File: config.mk
export PLATFORM = sky130hd
export DESIGN_NAME = vsi_op_issuer
export DESIGN_NICKNAME = d
export VERILOG_FILES = /design/src/rtl/vector_cop_pkg.sv /design/src/rtl/vsi_op_fifo.sv /design/src/rtl/vsi_op_issuer.sv
export SDC_FILE = /design/constraint.sdc
export NUM_CORES = 1
export LEC_CHECK = 0
export BUFFER_PORTS_ARGS = -buffer_cell sky130_fd_sc_hd__buf_2
export CAP_MARGIN = 5
export CELL_PAD_IN_SITES_DETAIL_PLACEMENT = 0
export CELL_PAD_IN_SITES_GLOBAL_PLACEMENT = 1
export CORE_MARGIN = 4
export CORE_UTILIZATION = 44
export CTS_BUF_LIST = sky130_fd_sc_hd__clkbuf_8
export DETAILED_ROUTE_END_ITERATION = 12
export PLACE_DENSITY = 0.84
export SYNTH_ARGS = -nofsm -noshare
export SYNTH_HDL_FRONTEND = slang
export SYNTH_SLANG_ARGS = --single-unit
export TNS_END_PERCENT = 30
File: constraint.sdc
create_clock -name vsi_clk -period 3.85 [get_ports vsi_clk]
set_input_delay 0.5775 -clock vsi_clk [delete_from_list [all_inputs] [get_ports vsi_clk]]
set_output_delay 0.5775 -clock vsi_clk [all_outputs]
set_load 0.1 [all_outputs]
File: src/rtl/vector_cop_pkg.sv
// Shared types for the host-to-coprocessor operation path: the queued op record
// and the fence sequencing states.
package vector_cop_pkg;

    typedef struct packed {
        logic [31:0] op;
        logic        lmul;
        logic        sew;
    } vsi_op_t;

    typedef enum logic [1:0] {
        RUN,
        DRAIN,
        WAIT,
        DONE
    } fence_state_t;

    function automatic vsi_op_t make_op(input logic [31:0] op, input logic lmul, input logic sew);
        vsi_op_t o;
        o.op   = op;
        o.lmul = lmul;
        o.sew  = sew;
        return o;
    endfunction

endpackage

File: src/rtl/vsi_op_fifo.sv
// Show-ahead FIFO of vsi_op_t records: the head entry is always visible on 'head'
// and is retired by 'pop'. Pointers carry an extra wrap bit to tell full from empty.
module vsi_op_fifo
    import vector_cop_pkg::*;
#(
    parameter int DEPTH = 4,
    parameter int PTR_W = $clog2(DEPTH)
) (
    input  logic          clk,
    input  logic          rst_n,
    input  logic          push,
    input  vsi_op_t       wdata,
    input  logic          pop,
    output vsi_op_t       head,
    output logic          full,
    output logic          empty,
    output logic [PTR_W:0] count
);

    logic [PTR_W:0] wr_ptr;
    logic [PTR_W:0] rd_ptr;
    vsi_op_t        mem [DEPTH];

    logic do_push;
    logic do_pop;

    // Guard locally so a misbehaving caller can never corrupt the pointers.
    assign do_push = push && !full;
    assign do_pop  = pop && !empty;

    assign empty = (wr_ptr == rd_ptr);
    assign full  = (wr_ptr[PTR_W] != rd_ptr[PTR_W]) &&
                   (wr_ptr[PTR_W-1:0] == rd_ptr[PTR_W-1:0]);
    assign count = wr_ptr - rd_ptr;
    assign head  = mem[rd_ptr[PTR_W-1:0]];

    // NOTE: the storage is reset as well because the head slot drives the interface
    // directly; an unreset array would put X on vsi_op straight after reset.
    always_ff @(posedge clk or negedge rst_n) begin
        if (!rst_n) begin
            wr_ptr <= '0;
            rd_ptr <= '0;
            for (int i = 0; i < DEPTH; i++) begin
                mem[i] <= '0;
            end
        end else begin
            if (do_push) begin
                mem[wr_ptr[PTR_W-1:0]] <= wdata;
                wr_ptr                 <= wr_ptr + 1'b1;
            end
            if (do_pop) begin
                rd_ptr <= rd_ptr + 1'b1;
            end
        end
    end

endmodule

File: src/rtl/vsi_op_issuer.sv
// Host-side initiator for the coprocessor op interface: queues host ops, issues them
// under vsi_op_ready backpressure and sequences a fence that waits for drain plus idle.
module vsi_op_issuer
    import vector_cop_pkg::*;
#(
    parameter int DEPTH = 4,
    parameter int CNT_W = 16
) (
    input  logic                     vsi_clk,
    input  logic                     vsi_rst_n,
    input  logic [31:0]              host_op,
    input  logic                     host_lmul,
    input  logic                     host_sew,
    input  logic                     host_valid,
    output logic                     host_ready,
    input  logic                     host_fence_req,
    output logic                     host_fence_done,
    output logic [31:0]              vsi_op,
    output logic                     vsi_lmul,
    output logic                     vsi_sew,
    output logic                     vsi_op_valid,
    input  logic                     vsi_op_ready,
    input  logic                     vsi_cop_idle,
    output logic [$clog2(DEPTH):0]   q_count,
    output logic [CNT_W-1:0]         issued_cnt
);

    localparam int Q_W = $clog2(DEPTH) + 1;

    fence_state_t   state;
    vsi_op_t        head;
    logic           full;
    logic           empty;
    logic [Q_W-1:0] count;
    logic           push;
    logic           pop;
    logic           last_hs;
    logic           drains_now;

    assign host_ready      = !full && (state == RUN);
    assign push            = host_valid && host_ready;
    assign vsi_op_valid    = !empty;
    assign pop             = vsi_op_valid && vsi_op_ready;
    assign host_fence_done = (state == DONE);

    assign vsi_op   = head.op;
    assign vsi_lmul = head.lmul;
    assign vsi_sew  = head.sew;
    assign q_count  = count;

    // True when the queue is empty after this edge; no push can occur outside RUN.
    assign drains_now = empty || ((count == Q_W'(1)) && pop);

    vsi_op_fifo #(
        .DEPTH (DEPTH)
    ) u_fifo (
        .clk   (vsi_clk),
        .rst_n (vsi_rst_n),
        .push  (push),
        .wdata (make_op(host_op, host_lmul, host_sew)),
        .pop   (pop),
        .head  (head),
        .full  (full),
        .empty (empty),
        .count (count)
    );

    // NOTE: every register here uses <= so all of them sample pre-edge values;
    // last_hs in particular must see the pop of the previous cycle, not this one.
    always_ff @(posedge vsi_clk or negedge vsi_rst_n) begin
        if (!vsi_rst_n) begin
            state      <= RUN;
            last_hs    <= 1'b0;
            issued_cnt <= '0;
        end else begin
            last_hs <= pop;
            if (pop) begin
                issued_cnt <= issued_cnt + 1'b1;
            end

            case (state)
                RUN: begin
                    if (host_fence_req) state <= DRAIN;
                end
                DRAIN: begin
                    if (drains_now) state <= WAIT;
                end
                WAIT: begin
                    // The coprocessor's idle flag may not yet reflect an op taken last cycle.
                    if (vsi_cop_idle && !last_hs) state <= DONE;
                end
                DONE: begin
                    state <= RUN;
                end
                default: begin
                    state <= RUN;
                end
            endcase
        end
    end

endmodule

# Yosys cells after proc, flatten, opt, wreduce, memory -nomap -nowiden
# Cells that the tools add are included.
# op_classes
addsub	4
mul	0
div	0
order_cmp	3
n_eq_ne	10
shifts	0
n_mux	10
bitwise	2
n_reduce_logical	15
# op_table
cell	n
$bwmux 136	1
$mux 34	3
$bmux 34 s2	1
$demux 34 s2	1
$add 16x1->16 const B	1
$logic_and 1x1->1	9
$pmux 2 s4	1
$add 3x1->3 const B	2
$ge 3x3->1 const B	2
$mux 2	3
$ne 2x2->1 const B	3
$not 2->3	2
$eq 2x2->1 const B	2
$eq 3x1->1 const B	1
$eq 3x3->1	1
$logic_not 1->1	3
$lt 3x1->1 const B	1
$reduce_and 3->1	1
$sub 3x3->3	1
$eq 2x1->1 const B	1
$eq 2x2->1	1
$logic_not 2->1	1
$logic_or 1x1->1	1
$ne 1x1->1	1
# totals
regBits	161
latch_bits	0
mem_bits_rw	0
romBits	0
in_bits	40
wordCells	61
mem_count	0

# Depth between registers and ports, before layout
# logic_depth
depth_word	7
depth_mapped	10
ltp_nobuf	7

# By module
# From an unflattened synthesis, not the netlist that was laid out.
# hier_totals
hier_cells	449
area_unflattened_um2	7257.0
# modules_own_cells
mod	instances	cells_each	area_each_um2	seq_area_each_um2
vsi_op_fifo	1	375	6348.6	3553.4
vsi_op_issuer	1	74	908.4	475.5

# Worst setup path after synthesis
# OpenSTA, ideal clock, no wires.
# synth_path
path_type	flip-flop to output port
startpoint	reg u_fifo.rd_ptr[1]
endpoint	out host_ready
arrival_time_ns	3.093
required_time_ns	3.273
slack_ns	0.180
stages_incl_launch_ff	7
path_buffers	2
path_cell_list	dfrtp_1 > clkbuf_1 > buf_1 > inv_1 > ha_1 > and2_1 > a21oi_1
# synth_via
elab_chain_cells	4
# synth_rtl
item	line_no	source
start, declared	vsi_op_fifo.sv:21	logic [PTR_W:0] rd_ptr;
start signal, assigned	vsi_op_fifo.sv:52	rd_ptr <= rd_ptr + 1'b1;
$eq 2x2->1	vsi_op_fifo.sv:33	(wr_ptr[PTR_W-1:0] == rd_ptr[PTR_W-1:0]);
$logic_and 1x1->1	vsi_op_fifo.sv:32	assign full = (wr_ptr[PTR_W] != rd_ptr[PTR_W]) &&
$logic_not 1->1	vsi_op_issuer.sv:40	assign host_ready = !full && (state == RUN);
$logic_and 1x1->1	vsi_op_issuer.sv:40	
end, declared	vsi_op_issuer.sv:15	output logic host_ready,
# No other way between the ends.

# Final worst setup path
# Same ends and word-level chain as after synthesis.

==> impl_metrics.tcl <==
set metrics [dict create \
    drive_above_1_share_pct 55.5 \
    gp_congestion 0.776 \
    die-area_um2 19900 \
    antenna_left 0 \
    yosysMostFrequentCell "dfrtp_1" \
    routed_wl_um 15700 \
    floorplan.initialDensity_pct 45.0 \
    area_growth_pct 13.1 \
    root_buffer "clkbuf_8" \
    first_pass_iters 4 \
    postCtsSetupBuffers 0 \
    path_cells "inv_1, ha_1, and2_1, a21oi_1, buf_2" \
    path_clk_slew_ns 0.09 \
    tightest_slew_ns 0.768 \
    core.rowCount 48 \
    ys_async_sr_fraction_pct 100 \
    rsz0062_at_grt "no" \
    routed-via-count 4051 \
    ctsHoldBuffers 0 \
    worstPathMaxFanout 19 \
    relSlewSlack_pct 48.8 \
    slew_viol_final 0 \
    chipHeight_um 141 \
    hold_class "in2async" \
    synth_area_leaders "dfrtp_1 52%, mux2_4 23%, mux4_2 9.8%, mux2_2 2.6%, ha_1 2.1%" \
    track_usage_pct 17.1 \
    rrSetupSlack_ns 0.95 \
    crit_buf_inv 2 \
    netlist_area_um2 7770 \
    dpl_worst_slack_ns 0.963 \
    ioPinCount 96 \
    die_w_um 141 \
    dpl_cell_area_um2 8370 \
    finalWorstSetupSlack_ns 0.778 \
    cts.sinks 161 \
    endpoint_kind "output port" \
    fmax_ghz 0.325 \
    grt_start_max_net_pins 84 \
    diodes 0 \
    avgViaCountPerCell 5.17 \
    cts_tree "yes" \
    ys_ff_latch 161 \
    overflow 0 \
    period_minus_slack_ns 3.07 \
    crit_required_ns 3.27 \
    status "completed" \
    cp_slowest_cell "dfrtp_2" \
    fillers 1481 \
    synth_cell_type_count 33 \
    clk-insertion-delay-late_ns 0.46 \
    yosys_warnings 0 \
    cap_viol_max_count 0 \
    critical-path-top-delay-family "flip-flops" \
    fin_util_pct 50.9 \
    place_hpwl_um 9910 \
    core_um2 17300 \
    cpPeakStageDelay_ns 0.72 \
    critPathLaunchType "register" \
    syn_inst 451 \
    grt_first_pass_wirelength_um 26500 \
    grt_antenna_before_repair 1 \
    clock_path_buffers 2 \
    io_buffers 95 \
    final_hold_viol_count 0 \
    syn-num-nets 505 \
    drc 0 \
    wl_per_cell_um 20.1 \
    synth_top_area_share_pct 51.8 \
    nNetsFinal 600 \
    ys_top_cells_by_count "161 x dfrtp_1, 119 x mux2_4, 34 x mux4_2" \
    yosysSeqAreaShare_pct 51.8 \
    drtIter0Drc 160 \
    worstSetupPathType "reg2out" \
    fin_crit_sh_pct 79.8 \
    critPathArrivalTime_ns 2.49 \
    cts_inserted_buffers 17 \
    stdcell_area_um2 8800 \
    fin_tns_setup_ns 0 \
    ys.flop_type "dfrtp_1" \
    setup_viol 0 \
    cts.htree.levels 4 \
    yosysTopAreaCell "dfrtp_1" \
    post_cts_resized 0 \
    finalClockSkew_ns 0.0168 \
    grt_pass1_vias 4751 \
    synth_edf_count 0 \
    avgSynthCellArea_um2 17.2 \
]
kinds of logic after synthesis:
family / share of synthesized area, %
flip-flops: 51.8
multiplexers: 35.6
AND/OR/NAND/NOR: 3.14
AO/OA/AOI/OAI: 1.17
adder cells (fa/ha/maj): 2.35
XOR/XNOR: 2.77
buffers and inverters: 3.19
registers in the layout, indices dropped and copies added, names as in the netlist:
register and cells:
u_fifo.wr_ptr 3, u_fifo.mem 136, state 2, u_fifo.rd_ptr 3, issued_cnt 16, last_hs 1
layer usage:
layer / GRT usage, % / vias to the layer above / wire (um)
met5: 0 / - / 13
met4: 4.49 / 2 / 165
met3: 4.44 / 18 / 602
met2: 28.8 / 80 / 7980
met1: 22.1 / 2126 / 6980
li1: - / 1825 / -
path summary, 6_finish.rpt:
check / from / endpoint / cells after the start
worst max-delay path: u_fifo.rd_ptr[1] / host_ready / 5
worst min-delay path: vsi_rst_n / issued_cnt[15] / 1
worst max register to register: u_fifo.rd_ptr[1] / u_fifo.mem[78] / 6
worst min register to register: issued_cnt[15] / issued_cnt[15] / 1
max in group asynchronous: vsi_rst_n / u_fifo.mem[52] / 2
min in group vsi_clk: host_op[24] / u_fifo.mem[128] / 2
per-stage QoR:
| stage | cells | hold slack (ns) |
|---|---|---|
| floorplan | 451 | 0.282 |
| finish | 784 | 0.157 |
| detailed placement | 752 | 0.478 |
| global placement | 752 | 0.461 |
| CTS | 784 | 0.161 |
| global route | 784 | 0.190 |
layout make-up:
cell class	instances	area [um2]	area share, %
clock buffers	19	262	2.97
clock inverters	13	161	1.83
inverters	12	45.0	0.512
multi-input cells	256	3500	39.8
flip-flops and latches	161	4030	45.8
well taps	225	282	3.20
repair buffers	98	517	5.87
cell usage in the layout (no fill, tap or decap), drive strengths merged, types with 3 or more instances in the layout:
cell	instances
buf	98
nand4	4
xnor2	17
bufinv	3
mux2	137
nor2	3
xor2	4
o21ai	5
inv	14
nand2	20
clkbuf	19
dfrtp	161
ha	13
clkinvlp	6
mux4	34
nand3	7
Power is not shown: default switching activity piles up to over one toggle a cycle in this logic, so the estimate is an artifact.
